$ cat src/rtl/dummy_accelerator_pkg.sv
// Shared types and constants for the dummy accelerator dispatcher and its reorder buffer.
// Reorder-buffer entries are sized for the system data width DATA_WIDTH.
package dummy_accelerator_pkg;

    localparam int RD_W       = 5;
    localparam int DATA_WIDTH = 32;

    function automatic int tag_width(input int num_tags);
        return (num_tags > 1) ? $clog2(num_tags) : 1;
    endfunction

    typedef struct packed {
        logic [RD_W-1:0]       rd;
        logic [DATA_WIDTH-1:0] result;
        logic                  done;
    } rob_entry_t;

endpackage

$ cat src/rtl/dummy_accelerator_rob.sv
// Reorder buffer: tag allocation, out-of-order result capture and in-order commit port.
module dummy_accelerator_rob
    import dummy_accelerator_pkg::*;
#(
    parameter int NUM_TAGS = 4,
    parameter int TAG_W    = tag_width(NUM_TAGS)
) (
    input  logic                  clk_i,
    input  logic                  rst_ni,
    input  logic                  flush_i,
    input  logic                  alloc_i,
    input  logic [RD_W-1:0]       alloc_rd_i,
    input  logic                  res_valid_i,
    input  logic [TAG_W-1:0]      res_tag_i,
    input  logic [DATA_WIDTH-1:0] res_data_i,
    input  logic                  commit_ready_i,
    output logic [TAG_W-1:0]      head_o,
    output logic [TAG_W:0]        count_o,
    output logic                  res_hit_o,
    output logic                  commit_valid_o,
    output logic [RD_W-1:0]       commit_rd_o,
    output logic [DATA_WIDTH-1:0] commit_result_o
);

    rob_entry_t       rob_q [NUM_TAGS];
    rob_entry_t       rob_d [NUM_TAGS];
    logic [TAG_W-1:0] head_q, head_d;
    logic [TAG_W-1:0] tail_q, tail_d;
    logic [TAG_W:0]   count_q, count_d;
    logic [TAG_W-1:0] res_offset;
    logic             commit;

    assign head_o  = head_q;
    assign count_o = count_q;

    always_comb begin
        // Distance from the oldest entry decides whether a tag is outstanding, so a full buffer accepts every tag.
        res_offset      = res_tag_i - tail_q;
        res_hit_o       = (count_q != '0) && ({1'b0, res_offset} < count_q);
        commit_valid_o  = (count_q != '0) && rob_q[tail_q].done;
        commit_rd_o     = rob_q[tail_q].rd;
        commit_result_o = rob_q[tail_q].result;
        commit          = commit_valid_o && commit_ready_i;

        rob_d   = rob_q;
        head_d  = head_q;
        tail_d  = tail_q;
        count_d = count_q;

        if (flush_i) begin
            head_d  = '0;
            tail_d  = '0;
            count_d = '0;
            for (int i = 0; i < NUM_TAGS; i++) begin
                rob_d[i].done = 1'b0;
            end
        end else begin
            if (commit) begin
                rob_d[tail_q].done = 1'b0;
                tail_d             = tail_q + 1'b1;
            end
            if (alloc_i) begin
                rob_d[head_q].rd   = alloc_rd_i;
                rob_d[head_q].done = 1'b0;
                head_d             = head_q + 1'b1;
            end
            if (res_valid_i && res_hit_o) begin
                rob_d[res_tag_i].result = res_data_i;
                rob_d[res_tag_i].done   = 1'b1;
            end
            case ({alloc_i, commit})
                2'b10:   count_d = count_q + (TAG_W+1)'(1);
                2'b01:   count_d = count_q - (TAG_W+1)'(1);
                default: count_d = count_q;
            endcase
        end
    end

    always_ff @(posedge clk_i or negedge rst_ni) begin
        if (!rst_ni) begin
            head_q  <= '0;
            tail_q  <= '0;
            count_q <= '0;
            for (int i = 0; i < NUM_TAGS; i++) begin
                rob_q[i] <= '0;
            end
        end else begin
            head_q  <= head_d;
            tail_q  <= tail_d;
            count_q <= count_d;
            rob_q   <= rob_d;
        end
    end

endmodule

$ cat src/rtl/dummy_accelerator_dispatcher.sv
// Dispatcher: issues tagged requests to the accelerator and writes results back in issue order.
module dummy_accelerator_dispatcher
    import dummy_accelerator_pkg::*;
#(
    parameter int  WIDTH          = 32,
    parameter int  IMM_WIDTH      = 11,
    parameter int  NUM_TAGS       = 4,
    parameter int  TIMEOUT_CYCLES = 256,
    localparam int TAG_W          = tag_width(NUM_TAGS)
) (
    input  logic                 clk_i,
    input  logic                 rst_ni,
    input  logic                 flush_i,
    input  logic                 req_valid_i,
    output logic                 req_ready_o,
    input  logic [WIDTH-1:0]     req_rs1_i,
    input  logic [IMM_WIDTH-1:0] req_imm_i,
    input  logic [RD_W-1:0]      req_rd_i,
    output logic                 acc_valid_o,
    input  logic                 acc_ready_i,
    output logic [WIDTH-1:0]     acc_rs1_o,
    output logic [IMM_WIDTH-1:0] acc_imm_o,
    output logic [TAG_W-1:0]     acc_tag_o,
    input  logic                 acc_res_valid_i,
    output logic                 acc_res_ready_o,
    input  logic [WIDTH-1:0]     acc_result_i,
    input  logic [TAG_W-1:0]     acc_tag_i,
    output logic                 wb_valid_o,
    input  logic                 wb_ready_i,
    output logic [WIDTH-1:0]     wb_result_o,
    output logic [RD_W-1:0]      wb_rd_o,
    output logic                 busy_o,
    output logic                 timeout_o,
    output logic                 err_o
);

    localparam int TMO_W = $clog2(TIMEOUT_CYCLES + 1);

    logic                 acc_valid_q, acc_valid_d;
    logic [WIDTH-1:0]     acc_rs1_q, acc_rs1_d;
    logic [IMM_WIDTH-1:0] acc_imm_q, acc_imm_d;
    logic [TAG_W-1:0]     acc_tag_q, acc_tag_d;
    logic [TMO_W-1:0]     tmo_cnt_q, tmo_cnt_d;
    logic                 timeout_q, timeout_d;
    logic                 err_q, err_d;

    logic                 accept;
    logic                 commit;
    logic                 res_hit;
    logic [TAG_W-1:0]     head;
    logic [TAG_W:0]       count;

    assign req_ready_o     = (count < (TAG_W+1)'(NUM_TAGS)) && (!acc_valid_q || acc_ready_i);
    assign accept          = req_valid_i && req_ready_o && !flush_i;
    assign commit          = wb_valid_o && wb_ready_i;
    assign acc_valid_o     = acc_valid_q;
    assign acc_rs1_o       = acc_rs1_q;
    assign acc_imm_o       = acc_imm_q;
    assign acc_tag_o       = acc_tag_q;
    assign acc_res_ready_o = 1'b1;
    assign busy_o          = (count != '0) || acc_valid_q;
    assign timeout_o       = timeout_q;
    assign err_o           = err_q;

    dummy_accelerator_rob #(
        .NUM_TAGS (NUM_TAGS),
        .TAG_W    (TAG_W)
    ) u_rob (
        .clk_i           (clk_i),
        .rst_ni          (rst_ni),
        .flush_i         (flush_i),
        .alloc_i         (accept),
        .alloc_rd_i      (req_rd_i),
        .res_valid_i     (acc_res_valid_i),
        .res_tag_i       (acc_tag_i),
        .res_data_i      (acc_result_i),
        .commit_ready_i  (wb_ready_i),
        .head_o          (head),
        .count_o         (count),
        .res_hit_o       (res_hit),
        .commit_valid_o  (wb_valid_o),
        .commit_rd_o     (wb_rd_o),
        .commit_result_o (wb_result_o)
    );

    always_comb begin
        acc_valid_d = acc_valid_q;
        acc_rs1_d   = acc_rs1_q;
        acc_imm_d   = acc_imm_q;
        acc_tag_d   = acc_tag_q;
        if (flush_i) begin
            acc_valid_d = 1'b0;
        end else if (accept) begin
            acc_valid_d = 1'b1;
            acc_rs1_d   = req_rs1_i;
            acc_imm_d   = req_imm_i;
            acc_tag_d   = head;
        end else if (acc_valid_q && acc_ready_i) begin
            acc_valid_d = 1'b0;
        end

        // Wait counter tracks only the oldest entry; it holds once that entry is done but not yet written back.
        tmo_cnt_d = tmo_cnt_q;
        if (flush_i || (count == '0) || commit) begin
            tmo_cnt_d = '0;
        end else if (!wb_valid_o && (tmo_cnt_q < TMO_W'(TIMEOUT_CYCLES))) begin
            tmo_cnt_d = tmo_cnt_q + TMO_W'(1);
        end

        timeout_d = flush_i ? 1'b0 : (timeout_q || (tmo_cnt_d == TMO_W'(TIMEOUT_CYCLES)));
        err_d     = flush_i ? 1'b0 : (err_q || (acc_res_valid_i && !res_hit));
    end

    always_ff @(posedge clk_i or negedge rst_ni) begin
        if (!rst_ni) begin
            acc_valid_q <= 1'b0;
            acc_rs1_q   <= '0;
            acc_imm_q   <= '0;
            acc_tag_q   <= '0;
            tmo_cnt_q   <= '0;
            timeout_q   <= 1'b0;
            err_q       <= 1'b0;
        end else begin
            acc_valid_q <= acc_valid_d;
            acc_rs1_q   <= acc_rs1_d;
            acc_imm_q   <= acc_imm_d;
            acc_tag_q   <= acc_tag_d;
            tmo_cnt_q   <= tmo_cnt_d;
            timeout_q   <= timeout_d;
            err_q       <= err_d;
        end
    end

endmodule

$ cat config.mk
export PLATFORM = sky130hd
export DESIGN_NAME = dummy_accelerator_dispatcher
export DESIGN_NICKNAME = d
export VERILOG_FILES = /design/src/rtl/dummy_accelerator_pkg.sv /design/src/rtl/dummy_accelerator_rob.sv /design/src/rtl/dummy_accelerator_dispatcher.sv
export SDC_FILE = /design/constraint.sdc
export NUM_CORES = 1
export LEC_CHECK = 0
export ABC_AREA = 1
export CORE_MARGIN = 1.5
export CORE_UTILIZATION = 40
export DETAILED_ROUTE_END_ITERATION = 12
export SLEW_MARGIN = 25
export SYNTH_ARGS = -nofsm -noshare
export SYNTH_HDL_FRONTEND = slang
export SYNTH_SLANG_ARGS = --single-unit
$ cat constraint.sdc
create_clock -name clk_i -period 2.8 [get_ports clk_i]
set_input_delay 0.42 -clock clk_i [delete_from_list [all_inputs] [get_ports clk_i]]
set_output_delay 0.42 -clock clk_i [all_outputs]
set_load 0.02 [all_outputs]
==> results.md <==
* Worst Hold Class: in -> reg
* Cell Area, Placed at 11680 sq um
* Initial Utilization at 40.58%
* Postcts setup bufs at 0
* H-tree Lvls at 1
* CP startpoint kind: register
* Global-route wire length before repair at 38510 microns
* CP arrival at 2.28 ns
* Vias in the first global route at 7396
* Syn Nets at 1226
* DRC violations left at 0
* Num CTS Buffers at 25
* Netlist Area Pre-Place at 9469 sq um
* Syn. warnings at 0
* Top-area cell type share of the netlist area at 57.08%
* F_max at 369.9 MHz
* Max Fanout on Critical Path at 36
* Number of setup violations in the final report at 0
* Wirelength per Cell at 14.56 microns
* Crit Path Class: reg -> out
* Dominant synthesized flop cell: dfrtp_1
* Status: completed
* Vias per cell at 4.817
* Final ANT Viol Nets at 0
* EDFF count, synth at 0
* Crit end category: output port
* Total GRT Usage at 19.38%
* Routed vias at 7837
* IO Pins at 178
* Tmin final at 2.704 ns
* Final WL at 23690 microns
* Initial DRC count at 446
* Final-report hold violation count at 0
* Die area at 24610 sq um
* Syn Inst Count at 1125
* Share of flip-flops with an asynchronous set or reset at 100.0%
* Most common cell after layout, fill and taps aside: nand2_1
* Clk slew on worst S/H paths at 0.06 ns
* PwrDens at 1014 nW/um^2
* Max IR drop VDD at 0.5230 mV
* CTS root buf: clkbuf_16
* Row count at 56
* Synth cell types at 33
* Synth Area per Inst at 8.417 sq um
* Core ar. at 23330 sq um
* Antenna cell count at 0
* Share of layout cells above drive strength 1 at 6.346%
* Area delta synth->final at 33.26%
* #FFs+latches synth at 216
* DP Worst Slack at -0.1377 ns
* Dpl hpwl at 15060 microns
* Unrepaired setup endpoints after global routing: false
* Final worst slack at 0.09637 ns
* CP required at 2.38 ns
* Register area share after synthesis at 57.08%
* Worst-Margin Slew at 0.5435 ns
* Port bufs at 176
* Final Max Slew Viols at 0
* Commonest non-fill, non-tap cells in the layout: nand2_1, dfrtp_1, o21ai_0
* Detailed Routing Iterations Pass 1 at 7
* Fin nets at 1394
* Final instance area at 12620 sq um
* CTS max path bufs at 3
* Initial antenna violation count at 0
* Synth area leaders: dfrtp_1, nand2_1, o21ai_0, nor2_1, inv_1
* Largest net degree at the start of global routing at 66
* Clock sink count at 216
* GRT overflow at 0
* Chip width at 156.9 microns
* Placer Congestion at 0.7543
* Final core occ at 54.08%
* Worst-skew pair later-pin latency at 0.52 ns
* Max-slew headroom at 63.77%
* Tcrit/Tclk final at 96.56%
* Clk_skew at 0.008431 ns
* Die height at 156.9 microns
* CTS tree: yes
* Area leader, netlist: dfrtp_1
* Max Cap Violations at 0
* LEAKAGE at 6.519 nW
[registers in the layout (all words and copies together) (netlist names), 2 cells and up]
name and flops:
tmo_cnt_q 9, u_rob.count_o 3, u_rob.head_o 2, u_rob.tail_q 2, acc_rs1_o 32, u_rob.rob_q 152
acc_imm_o 11, acc_tag_o 2
[cells by family after synthesis]
group                    synth area share, %
other                                0.03960
buffers and inverters                  6.131
XOR/XNOR                              0.4626
flip-flops                             57.08
adder cells (fa/ha/maj)                1.665
AO/OA/AOI/OAI                          14.43
AND/OR/NAND/NOR                        20.19
[final cells by class]
class                      count  area (sq um)
clock inverter                 8         93.84
inverter                      77         289.0
fill                        2184         10710
tap                          319         399.1
multi-input combinational    768          3488
clock buffer                  34         719.4
sequential                   216          5406
timing repair buffer         205          2222
[final timing paths]
kind / from / to / slack, ns / cells after the start
setup reg to reg: u_rob.tail_q[0]$_DFFE_PN0P_ / u_rob.rob_q[124]$_DFFE_PN0P_ / 0.37 / 12
setup / recovery: u_rob.tail_q[0]$_DFFE_PN0P_ / wb_result_o[4] / 0.1 / 4
hold / removal: req_rs1_i[25] / acc_rs1_o[25]$_DFFE_PN0P_ / 0.44 / 3
max in group asynchronous: rst_ni / acc_rs1_o[9]$_DFFE_PN0P_ / 1.47 / 3
hold reg to reg: acc_rs1_o[28]$_DFFE_PN0P_ / acc_rs1_o[28]$_DFFE_PN0P_ / 0.47 / 2
min in group asynchronous: rst_ni / tmo_cnt_q[4]$_DFF_PN0_ / 0.45 / 2
[repair_timing]
| item | in CTS | in global routing |
|---|---|---|
| setup endpoints to repair | 16 | 25 |
| hold endpoints to repair | 58 | 0 |
| resized for setup | 5 | 27 |
| hold buffers | 1 | 0 |
| gates cloned | 1 | 0 |
[report_power, final]
group	total, mW	internal, mW	switching, mW
sequential	5.26	4.50	0.751
clock	3.22	1.97	1.25
combinational	4.32	1.98	2.34
[cell usage after synthesis (2+ instances only)]
library cell,n
nor2_1,87
o21ai_1,21
dfrtp_1,216
inv_2,4
nand3_1,20
nand4_1,5
ha_1,11
nand2_1,367
o21ai_0,193
xnor2_1,2
a21oi_1,5
xor2_1,3
inv_1,72
buf_2,29
nand2_2,3
o22ai_1,38
clkbuf_1,32
buf_4,2
[metrics by stage]
| step | setup TNS, ns | hold slack (ns) | cells | total power [mW] |
|---|---|---|---|---|
| floorplan | 0 | 0.1244 | 1125 | 7.660 |
| global placement | -7.875 | 0.4524 | 1583 | 9.588 |
| detailed placement | -10.75 | 0.4457 | 1583 | 9.677 |
| CTS | -0.006737 | 0.4155 | 1627 | 12.99 |
| global route | 0 | 0.4305 | 1627 | 13.71 |
| finish | 0 | 0.4374 | 1627 | 12.80 |
[layer usage]
layer,GRT usage (%),wire length [microns]
met3,3.489,1106
met5,0,0
met2,30.70,11010
met1,27.31,11090
met4,5.215,490
[critical path, cell delays in order, from the launching register on]
cell and delay (ns):
dfrtp_2 0.43, buf_6 0.29, o21ai_0 0.14, o22ai_1 0.24, clkdlybuf4s50_1 0.66
(Power assumes the default switching activity.)
